<file path="src/rtl/fifo_param_scan.sv">
`default_nettype none
// ============================================================================
//  Module      : fifo_param_scan
//  Description : Parametrised push-button FIFO with occupancy count,
//                almost-full/almost-empty flags, sticky overflow/underflow
//                flags, an output-valid strobe and an 8-digit multiplexed
//                7-segment view of the queued entries (oldest on digit 0).
//  Ports       : clock, reset        - system clock, synchronous active-high reset
//                en_in, en_out       - push / pop requests (edge or level, see EDGE)
//                in                  - push data
//                clear_err           - clears overflow/underflow
//                out, out_valid      - last popped entry and its 1-cycle strobe
//                empty, full         - count==0 / count==DEPTH
//                almost_empty/full   - count<=AE_LEVEL / count>=AF_LEVEL
//                count               - occupancy 0..DEPTH
//                overflow, underflow - sticky rejected-push / rejected-pop flags
//                display             - {select[7:0], dp, seg[6:0]}, all active-low
//  Revision    : 1.0 - initial release
// ============================================================================
module fifo_param_scan #(
    parameter int WIDTH    = 4,
    parameter int ADDR_W   = 3,
    parameter int AF_LEVEL = (1 << ADDR_W) - 1,
    parameter int AE_LEVEL = 1,
    parameter int SCAN_DIV = 10000,
    parameter int EDGE     = 1
) (
    input  logic              clock,
    input  logic              reset,
    input  logic              en_in,
    input  logic              en_out,
    input  logic [WIDTH-1:0]  in,
    input  logic              clear_err,
    output logic [WIDTH-1:0]  out,
    output logic              out_valid,
    output logic              empty,
    output logic              full,
    output logic              almost_empty,
    output logic              almost_full,
    output logic [ADDR_W:0]   count,
    output logic              overflow,
    output logic              underflow,
    output logic [15:0]       display
);

    localparam int   c_DEPTH  = 1 << ADDR_W;
    localparam int   c_SCAN_W = (SCAN_DIV > 1) ? $clog2(SCAN_DIV) : 1;
    localparam logic c_EDGE   = (EDGE != 0);

    // ------------------------------------------------------------------
    // State
    // ------------------------------------------------------------------
    logic [WIDTH-1:0]    r_mem [c_DEPTH];
    logic [ADDR_W-1:0]   r_head;
    logic [ADDR_W-1:0]   r_tail;
    logic [ADDR_W:0]     r_count;
    logic [WIDTH-1:0]    r_out;
    logic                r_out_valid;
    logic                r_ovf;
    logic                r_udf;
    logic                r_prev_in;
    logic                r_prev_out;
    logic [c_SCAN_W-1:0] r_scan_cnt;
    logic [2:0]          r_digit;

    // ------------------------------------------------------------------
    // Request qualification
    // ------------------------------------------------------------------
    logic w_req_in;
    logic w_req_out;
    logic w_empty;
    logic w_full;
    logic w_push;
    logic w_pop;

    // In level mode c_EDGE masks the previous-sample term away.
    assign w_req_in  = en_in  & ~(c_EDGE & r_prev_in);
    assign w_req_out = en_out & ~(c_EDGE & r_prev_out);

    assign w_empty = (r_count == '0);
    assign w_full  = (r_count == (ADDR_W+1)'(c_DEPTH));

    // A pop frees a slot in the same cycle, so a full FIFO still accepts a
    // simultaneous push. An empty FIFO never bypasses push data to out.
    assign w_pop  = w_req_out & ~w_empty;
    assign w_push = w_req_in & (~w_full | w_pop);

    // ------------------------------------------------------------------
    // FIFO control
    // ------------------------------------------------------------------
    always_ff @(posedge clock) begin
        if (reset) begin
            // Capture the current button levels so a button held through
            // reset does not look like a fresh edge afterwards.
            r_prev_in   <= en_in;
            r_prev_out  <= en_out;
            r_head      <= '0;
            r_tail      <= '0;
            r_count     <= '0;
            r_out       <= '0;
            r_out_valid <= 1'b0;
            r_ovf       <= 1'b0;
            r_udf       <= 1'b0;
        end else begin
            r_prev_in   <= en_in;
            r_prev_out  <= en_out;
            r_out_valid <= w_pop;
            if (w_pop) begin
                r_out  <= r_mem[r_head];
                r_head <= r_head + ADDR_W'(1);
            end
            if (w_push) begin
                r_tail <= r_tail + ADDR_W'(1);
            end
            if (w_push && !w_pop) begin
                r_count <= r_count + (ADDR_W+1)'(1);
            end else if (w_pop && !w_push) begin
                r_count <= r_count - (ADDR_W+1)'(1);
            end
            // A new error event in the same cycle as clear_err wins.
            r_ovf <= (r_ovf & ~clear_err) | (w_req_in & ~w_push);
            r_udf <= (r_udf & ~clear_err) | (w_req_out & w_empty);
        end
    end

    // Storage is deliberately not reset.
    always_ff @(posedge clock) begin
        if (!reset && w_push) begin
            r_mem[r_tail] <= in;
        end
    end

    // ------------------------------------------------------------------
    // Display scan
    // ------------------------------------------------------------------
    always_ff @(posedge clock) begin
        if (reset) begin
            r_scan_cnt <= '0;
            r_digit    <= '0;
        end else if (r_scan_cnt == c_SCAN_W'(SCAN_DIV - 1)) begin
            r_scan_cnt <= '0;
            r_digit    <= r_digit + 3'd1;
        end else begin
            r_scan_cnt <= r_scan_cnt + c_SCAN_W'(1);
        end
    end

    logic [ADDR_W-1:0] w_disp_idx;
    logic [3:0]        w_nib;
    logic              w_digit_used;
    logic [6:0]        w_font;
    logic [6:0]        w_seg;
    logic              w_dp;
    logic [7:0]        w_select;

    // Digit d shows the d-th oldest entry; index wraps modulo DEPTH.
    assign w_disp_idx   = r_head + ADDR_W'(r_digit);
    assign w_nib        = 4'(r_mem[w_disp_idx]);
    assign w_digit_used = (32'(r_digit) < 32'(r_count));

    always_comb begin
        w_font = 7'h7F;
        case (w_nib)
            4'h0: w_font = 7'b0000001;
            4'h1: w_font = 7'b1001111;
            4'h2: w_font = 7'b0010010;
            4'h3: w_font = 7'b0000110;
            4'h4: w_font = 7'b1001100;
            4'h5: w_font = 7'b0100100;
            4'h6: w_font = 7'b0100000;
            4'h7: w_font = 7'b0001111;
            4'h8: w_font = 7'b0000000;
            4'h9: w_font = 7'b0000100;
            4'hA: w_font = 7'b0001000;
            4'hB: w_font = 7'b1100000;
            4'hC: w_font = 7'b0110001;
            4'hD: w_font = 7'b1000010;
            4'hE: w_font = 7'b0110000;
            4'hF: w_font = 7'b0111000;
            default: w_font = 7'h7F;
        endcase
    end

    assign w_seg    = w_digit_used ? w_font : 7'h7F;
    assign w_dp     = ~((r_digit == 3'd0) & ~w_empty);
    assign w_select = ~(8'b1 << r_digit);

    // ------------------------------------------------------------------
    // Outputs
    // ------------------------------------------------------------------
    assign out          = r_out;
    assign out_valid    = r_out_valid;
    assign empty        = w_empty;
    assign full         = w_full;
    assign almost_empty = (int'(r_count) <= AE_LEVEL);
    assign almost_full  = (int'(r_count) >= AF_LEVEL);
    assign count        = r_count;
    assign overflow     = r_ovf;
    assign underflow    = r_udf;
    assign display      = {w_select, w_dp, w_seg};

endmodule
`default_nettype wire

</file>
<file path="config.mk">
export PLATFORM = sky130hd
export DESIGN_NAME = fifo_param_scan
export DESIGN_NICKNAME = d
export VERILOG_FILES = /design/src/rtl/fifo_param_scan.sv
export SDC_FILE = /design/constraint.sdc
export NUM_CORES = 1
export LEC_CHECK = 0
export CAP_MARGIN = 20
export CORE_ASPECT_RATIO = 1.4
export CORE_UTILIZATION = 40
export CTS_BUF_LIST = sky130_fd_sc_hd__clkbuf_4
export CTS_CLUSTER_SIZE = 20
export DETAILED_ROUTE_END_ITERATION = 7
export HOLD_SLACK_MARGIN = 0.08
export MAX_ROUTING_LAYER = met4
export PLACE_DENSITY = 0.64
export SYNTH_ARGS = -nofsm -noshare
export SYNTH_HDL_FRONTEND = slang
export SYNTH_SLANG_ARGS = --single-unit
</file>
<file path="constraint.sdc">
create_clock -name clock -period 8.1 [get_ports clock]
set_input_delay 1.215 -clock clock [delete_from_list [all_inputs] [get_ports clock]]
set_output_delay 1.215 -clock clock [all_outputs]
set_load 0.005 [all_outputs]
</file>
# Word level (Yosys, flattened, before mapping)
# Memory sizes are Yosys's and may differ from the RTL's. A register that Yosys moved wholly into a read port is not among the register bits.
# Cells that the tools add are included.
[word_totals] regBits=32 ram_bits=32 romBits=112 in_bits=9 out_inout_bits=31 word_cells=60 memories=2
[op_classes] add_sub_neg=7 magnitude_cmp=3 eq_ne=2 shift=1 muxes=5 bitwise=20 reduce_logical=10
[mem_list] name="(no name shown)" words=16 word_bits=7 read_ports=1 rd_ports_with_merged_regs=0 wr=0 line="163" text="case (w_nib)"
[mem_list] name="r_mem" words=8 word_bits=4 read_ports=2 rd_ports_with_merged_regs=1 wr=1 line="53" text="logic [WIDTH-1:0] r_mem [c_DEPTH];"
[ops] op="14-bit by 1-bit adder with 14-bit output, second input constant" count=1
[ops] op="14-bit equality test, second input constant" count=1
[ops] op="3-bit by 1-bit adder with 3-bit output, second input constant" count=3
[ops] op="1-bit AND" count=9
[ops] op="4-bit two-way mux" count=2
[ops] op="8-bit inverter" count=1
[ops] op="1-bit by 3-bit left shift with 8-bit output, first input constant" count=1
[ops] op="7-bit two-way mux" count=1
[ops] op="1-bit inverter" count=7
[ops] op="4-bit by 1-bit adder with 4-bit output, second input constant" count=1
[ops] op="4-bit equality test, second input constant" count=1
[ops] op="4-bit by 3-bit >= comparator with 1-bit output, second input constant" count=1
[ops] op="4-bit by 1-bit <= comparator with 1-bit output, second input constant" count=1
[ops] op="4-bit zero test" count=1
[ops] op="3-bit by 4-bit < comparator with 1-bit output" count=1
[ops] op="4-bit by 1-bit subtractor with 4-bit output, second input constant" count=1
[ops] op="3-bit adder" count=1
[ops] op="1-bit logical AND" count=3
[ops] op="1-bit zero test" count=3
[ops] op="3-bit zero test" count=1
[ops] op="1-bit OR" count=3
[ops] op="1-bit two-way mux" count=2
[ops] op="2-bit nonzero test" count=1
[ops] op="2-bit OR reduction" count=1

# Depth between registers and ports, before layout
# Gate-level depths: netlist (run 1).
[depth] depth_word=9 mapped_depth=11 ltp_nobuf=11

# Worst setup path after synthesis (run 1)
# No wires, ideal clock.
[synth_timing] path_kind="register to output" startpoint="register r_head[1]" endpoint="output display[3]" t_arrival_ns=2.679 required_time_ns=6.885 path_slack_ns=4.206 path_stages_with_launch=12 path_buffers=2 path_cell_list="dfxtp_1 > clkbuf_1 > inv_1 > fa_1 > clkbuf_8 > mux4_1 > mux2_2 > inv_1 > ha_1 > mux2i_1 > mux2_2 > nand2_1"
[synth_between] elab_chain_len=4
[synth_lines] item="start, declared" line="54" text="logic [ADDR_W-1:0] r_head;"
[synth_lines] item="start signal, assigned" line="110" text="r_head <= r_head + ADDR_W'(1);"
[synth_lines] item="3-bit adder" line="157" text="assign w_disp_idx = r_head + ADDR_W'(r_digit);"
[synth_lines] item="memory read 8 x 4 bit"
[synth_lines] item="memory read 16 x 7 bit"
[synth_lines] item="7-bit two-way mux" line="184" text="assign w_seg = w_digit_used ? w_font : 7'h7F;"
[synth_lines] item="end, declared" line="43" text="output logic [15:0] display"
# Every way passes these cells.

# Worst setup path after layout (run 1)
[layout_timing] startpoint="register r_head[0]" endpoint="output display[3]"
# Same word-level chain as after synthesis.

==> results of run 1 <==
[per-stage QoR]
step                power (W)  instances
finish                0.00106        451
global route          0.00112        451
CTS                   0.00107        450
detailed placement   0.000817        434
global placement     0.000811        434
floorplan            0.000645        301
[cells in the final DEF, fill, tap and decap left out, types with 14 or more instances in the layout]
| cell | count |
|---|---|
| nor2_1 | 44 |
| clkdlybuf4s50_1 | 39 |
| mux2i_1 | 14 |
| edfxtp_1 | 32 |
| ha_1 | 22 |
| nand2_1 | 18 |
| inv_1 | 21 |
| dfxtp_1 | 36 |
[cell type report]
class / count / area, sq um / area share
multi-input combinational: 201 / 1710 / 0.411
sequential: 68 / 1680 / 0.404
timing repair buffer: 40 / 398 / 0.0955
tap: 105 / 131 / 0.0315
clock inverter: 6 / 88.8 / 0.0213
inverter: 21 / 78.8 / 0.0189
clock buffer: 10 / 75.1 / 0.0180
[logic make-up after synthesis]
kind of cell / synth area share
AO/OA/AOI/OAI: 0.0525
XOR/XNOR: 0.0536
adder cells (fa/ha/maj): 0.0832
buffers and inverters: 0.0444
flip-flops: 0.474
multiplexers: 0.168
AND/OR/NAND/NOR: 0.125
[registers in the layout (all words and copies together) (netlist names)]
name and flops:
out 4, r_prev_out 1, underflow 1, count 4, out_valid 1, r_scan_cnt 14, r_digit 3, r_prev_in 1
r_head 3, r_tail 3, overflow 1, r_mem 32
[report_power, final]
group	internal (W)	switching [W]	total (W)
Combinational	0.000230	0.000162	0.000392
Clock	0.000128	0.000124	0.000252
Sequential	0.000382	0.0000322	0.000414
Total	0.000740	0.000318	0.00106
[worst register-to-register path: stages (launching register included)]
cell and delay, ns:
dfxtp_1 0.53, inv_1 0.08, ha_1 0.25, nand2_1 0.15, inv_1 0.08, nor2_1 0.67
inv_1 0.20, ha_1 0.31, or4_1 0.40, a21oi_1 0.18, xnor2_1 0.13, nor2_1 0.05
[layer usage]
metal | share of wire | routed length, microns | up-vias
met5 | 0 | 0 | -
met4 | 0.019 | 119 | 0
met3 | 0.039 | 249 | 11
met2 | 0.53 | 3370 | 51
met1 | 0.41 | 2640 | 1092
li1 | - | - | 1163
[cell usage after synthesis (2+ instances only)]
library cell,n
nor2_1,44
dfxtp_1,36
edfxtp_1,32
ha_1,22
inv_1,21
nand2_1,18
mux2i_1,14
mux4_2,10
xor2_1,10
xnor2_1,9
nand3_1,7
a21oi_1,6
mux4_1,6
a211oi_1,5
clkbuf_1,5
nand2b_1,5
mux2_2,4
nand4_1,4
nor3_1,4
and3_1,3
buf_6,3
o21ai_0,3
o221ai_1,3
a21o_1,2
and3b_1,2
or3_1,2
[path summary, 6_finish.rpt]
| check | to | slack (ns) | from |
|---|---|---|---|
| setup / recovery | display[3] | 2.81 | r_head[0] |
| hold / removal | r_scan_cnt[0] | 0.49 | r_scan_cnt[0] |
| setup reg to reg | count[3] | 4.94 | count[0] |
| hold reg to reg | r_scan_cnt[0] | 0.49 | r_scan_cnt[0] |
==> results.py, run 1 <==
metrics = {
    "setup_path": {
        "crit_fanout": 11,
        "start_kind": "register",
        "endpoint_kind": "primary output",
        "cp_slowest_cell": "dfxtp_1",
        "cp.required_ns": 6.88,
        "crit_chain": "ha_1 > inv_1 > fa_1 > mux4_1 > mux2_2 > inv_1 > ha_1 > mux2i_1 > mux2_2 > nand2_1 > clkdlybuf4s50_1",
        "cp_num_cells": 11,
        "r2r_cells": 11,
        "crit_buf_inv": 3,
        "max_stage_delay_ns": 0.73,
        "cp.arrival_ns": 4.07,
        "critical_path_class": "reg2out",
        "cp_top_family": "adder cells",
    },
    "timing": {
        "tns_ns": 0,
        "timing_hold_violations_final": 0,
        "timing.final.crit_period_ns": 5.29,
        "rsz0062_at_grt": "false",
        "setup_viol": 0,
        "slew_headroom": 0.413,
        "max_slew.worst_pin.slew_ns": 0.878,
        "finalCritPeriodShare": 0.653,
        "setup_slack_ns": 2.81,
        "clock.fmax_mhz": 189,
        "hold_ws_ns": 0.486,
        "finalMaxSlewViolations": 0,
        "fin_skew_ns": 0.0168,
    },
    "synth": {
        "synth_area_leaders": "edfxtp_1 (27%), dfxtp_1 (20%), ha_1 (7.8%), mux4_2 (6.3%), nor2_1 (4.7%)",
        "yosysWarnings": 0,
        "syn_area_per_cell_sq_um": 11.8,
        "seq_area_frac_synth": 0.474,
        "synth_edf_count": 32,
        "yosysUniqueCellTypes": 47,
        "ys_ff_latch": 68,
        "yosys_most_used_dff": "dfxtp_1",
        "synthCells": 301,
        "synth_area_leader_cell": "edfxtp_1",
        "netlist_area_sq_um": 3550,
        "async_flop_share": 0,
        "synth_fp_nets": 333,
        "synth_top_area_frac": 0.271,
    },
    "grt": {
        "use_met1": 0.170,
        "grt_usage": 0.159,
        "antenna_found_initial": 0,
        "grt_pass1_wl_microns": 10600,
        "met3_usage": 0.0344,
        "met2_usage": 0.275,
        "busiest_layer": "met2",
        "grt_pass1_vias": 2260,
        "overflow": 0,
        "grt_start_max_net_pins": 24,
    },
    "clock_network": {
        "cts_resized": 0,
        "clock_latency_ns": 0.43,
        "cts_buffers": 9,
        "cts.sinks": 68,
        "cts_setup_buffers": 0,
        "hold_buffers": 0,
        "htreeDepth": 3,
        "ctsRootBufferMaster": "clkbuf_4",
        "tritoncts": "done",
        "clock_path_buffers": 2,
        "clk_transition_reported_paths_ns": 0.12,
    },
    "detailed_routing": {
        "ant_nets": 0,
        "drtPass1Iterations": 4,
        "viasPerCell": 5.14,
        "drc": 0,
        "wirelength_microns": 6370,
        "drtIter0Drc": 88,
        "wire_per_inst_microns": 14.1,
        "num_vias": 2317,
    },
    "floorplanning": {
        "core-area_sq_um": 8610,
        "start_util": 0.413,
        "fp.dieW_microns": 81.6,
        "dieHeight_microns": 113,
        "boundaryPins": 40,
        "rows": 40,
        "fp.dieArea_sq_um": 9260,
    },
    "placement": {
        "place_area_sq_um": 3990,
        "portBuffers": 39,
        "dp_slack_ns": 2.99,
        "gp_congestion": 0.738,
        "dp_hpwl_microns": 4820,
    },
    "layout": {
        "num-fill-cells": 797,
        "drive_gt1_frac": 0.107,
        "finish.utilization": 0.484,
        "nNetsFinal": 373,
        "area_growth_pct": 17.3,
        "diodes": 0,
        "final_area_sq_um": 4170,
    },
    "pwr": {
        "ir_worst_vdd_mv": 0.115,
        "cellPowerDensity_nw_per_um2": 254,
        "p_leak_nw": 1.53,
    },
    "outcome": {
        "status": "completed",
    },
    "worst_hold_path": {
        "holdPathStages": 1,
        "min_path_type": "reg2reg",
    },
    "run": {
        "drv_cap": 0,
    },
}
No activity file was read; power rests on OpenSTA's default activity.
==> inputs of run 2 (changes only) <==
==> constraint.sdc (replaced) <==
create_clock -name clock -period 5.2 [get_ports clock]
set_input_delay 0.78 -clock clock [delete_from_list [all_inputs] [get_ports clock]]
set_output_delay 0.78 -clock clock [all_outputs]
set_load 0.005 [all_outputs]
==> run 2 against run 1 <==
Final cell count grew 0.22%. Core utilization about the same. Flip-flop and latch count unchanged. Die area stayed put. Sequential power grew 53%. Critical path type unchanged. Register-to-register slack lost 2.8 ns. Highest routed layer unchanged. Setup slack got worse by 2.2 ns. Non-clock buffer count is 1 higher. First-iteration DRC count did not move. Wire length shrank 0.85%. Power is 55% higher. Critical endpoint unchanged. Global-route usage is 0.19 points lower.
==> results.py, run 2 (synthesized netlist as in run 1, its figures left out) <==
metrics = {
    "setup_path": {
        "cp_slowest_cell": "fa_1",
        "cp_num_cells": 10,
        "crit_buf_inv": 3,
        "cp.arrival_ns": 3.82,
        "endpoint_kind": "primary output",
        "cp.required_ns": 4.42,
        "crit_chain": "inv_1 > fa_1 > mux4_1 > mux2_2 > inv_1 > ha_1 > mux2i_1 > mux2_2 > nand2_1 > clkdlybuf4s50_1",
        "critical_path_class": "reg2out",
        "ff2ff_setup_slack_ns": 2.10,
        "crit_start": "r_head[1]",
        "r2r_cells": 11,
        "crit_fanout": 11,
        "cp_top_family": "multiplexers",
        "regToRegEndpoint": "count[3]",
        "max_stage_delay_ns": 0.75,
        "rr_startpoint": "count[0]",
        "start_kind": "register",
        "crit_end": "display[3]",
    },
    "pwr": {
        "p_leak_nw": 1.54,
        "ir_worst_vdd_mv": 0.254,
        "cellPowerDensity_nw_per_um2": 393,
        "total_power_w": 0.00164,
    },
    "run": {
        "drv_cap": 0,
    },
    "worst_hold_path": {
        "min_path_type": "reg2reg",
        "holdPathStages": 1,
    },
    "detailed_routing": {
        "drtPass1Iterations": 4,
        "wirelength_microns": 6320,
        "drc": 0,
        "viasPerCell": 5.09,
        "wire_per_inst_microns": 14.0,
        "drtIter0Drc": 88,
        "num_vias": 2301,
        "ant_nets": 0,
    },
    "timing": {
        "timing.final.crit_period_ns": 4.60,
        "slew_headroom": 0.391,
        "setup_viol": 0,
        "fin_skew_ns": 0.0204,
        "finalMaxSlewViolations": 0,
        "max_slew.worst_pin.slew_ns": 0.911,
        "tns_ns": 0,
        "finalCritPeriodShare": 0.886,
        "rsz0062_at_grt": "false",
        "timing_hold_violations_final": 0,
        "clock.fmax_mhz": 217,
    },
    "clock_network": {
        "cts_setup_buffers": 0,
        "clk_transition_reported_paths_ns": 0.11,
        "cts_resized": 0,
        "clock_path_buffers": 2,
        "tritoncts": "done",
        "hold_buffers": 0,
        "htreeDepth": 3,
        "ctsRootBufferMaster": "clkbuf_4",
        "clock_latency_ns": 0.42,
        "cts.sinks": 68,
        "cts_buffers": 9,
    },
    "floorplanning": {
        "dieHeight_microns": 113,
        "fp.dieArea_sq_um": 9260,
        "boundaryPins": 40,
        "start_util": 0.413,
        "fp.dieW_microns": 81.6,
        "rows": 40,
        "core-area_sq_um": 8610,
    },
    "grt": {
        "antenna_found_initial": 0,
        "grt_pass1_vias": 2155,
        "grt_usage": 0.157,
        "grt_pass1_wl_microns": 10500,
        "grt_start_max_net_pins": 24,
        "overflow": 0,
    },
    "placement": {
        "dp_hpwl_microns": 4800,
        "portBuffers": 39,
        "place_area_sq_um": 4010,
        "gp_congestion": 0.786,
    },
    "layout": {
        "drive_gt1_frac": 0.110,
        "final_common_cell": "nor2_1",
        "nNetsFinal": 374,
        "area_growth_pct": 17.4,
        "diodes": 0,
        "largestRegisters": "r_mem (32), r_scan_cnt (14)",
        "regArea_sq_um": 1680,
        "num-fill-cells": 825,
        "largest-register": "r_mem",
        "final_cell_mix": "nor2_1 (44), clkdlybuf4s50_1 (39), dfxtp_1 (36), edfxtp_1 (32), ha_1 (22)",
        "final_area_sq_um": 4170,
        "finish.utilization": 0.484,
        "largest_reg_flops": 32,
        "multi_input_comb_area_sq_um": 1710,
    },
    "outcome": {
        "status": "completed",
    },
}
run 2: cell types whose count changed in the layout (fill, tap and decap cells not counted):
cell / change
clkbuf_4: -1
clkinvlp_4: -1
buf_4: +1
clkinv_2: +2
run 2: through the flow:
step	setup slack, ns	hold WS (ns)	instances
floorplan	1.74	0.430	301
global placement	1.11	0.448	436
detailed placement	1.03	0.456	436
CTS	0.541	0.485	452
global route	0.363	0.511	452
finish	0.595	0.487	452
run 2: layout make-up:
class                      count  area share
clock buffer                   9      0.0162
clock inverter                 7      0.0219
inverter                      21      0.0189
multi-input combinational    201       0.411
sequential                    68       0.403
tap                          105      0.0315
timing repair buffer          41      0.0973
run 2: report_power, final:
part | internal, W | switching [W] | total (W)
combinational | 0.000360 | 0.000261 | 0.000622
sequential | 0.000594 | 0.0000382 | 0.000633
clock | 0.000193 | 0.000192 | 0.000385
total | 0.00115 | 0.000492 | 0.00164
run 2: worst min-delay path by stage:
stage / start / to / slack (ns)
after global routing: r_scan_cnt[0] / r_scan_cnt[0] / 0.51
after global placement: r_scan_cnt[0] / r_scan_cnt[0] / 0.45
final: r_scan_cnt[0] / r_scan_cnt[0] / 0.49
after detailed placement: r_scan_cnt[0] / r_scan_cnt[0] / 0.46
after CTS: r_scan_cnt[0] / r_scan_cnt[0] / 0.49
after floorplan: r_scan_cnt[0] / r_scan_cnt[0] / 0.43
run 2: layer usage:
metal	GRT usage	vias to the layer above	wire, microns
met5	-	-	0
met2	0.254	38	3230
met4	0.0667	0	103
met1	0.185	1090	2770
met3	0.0384	9	214
li1	-	1164	-
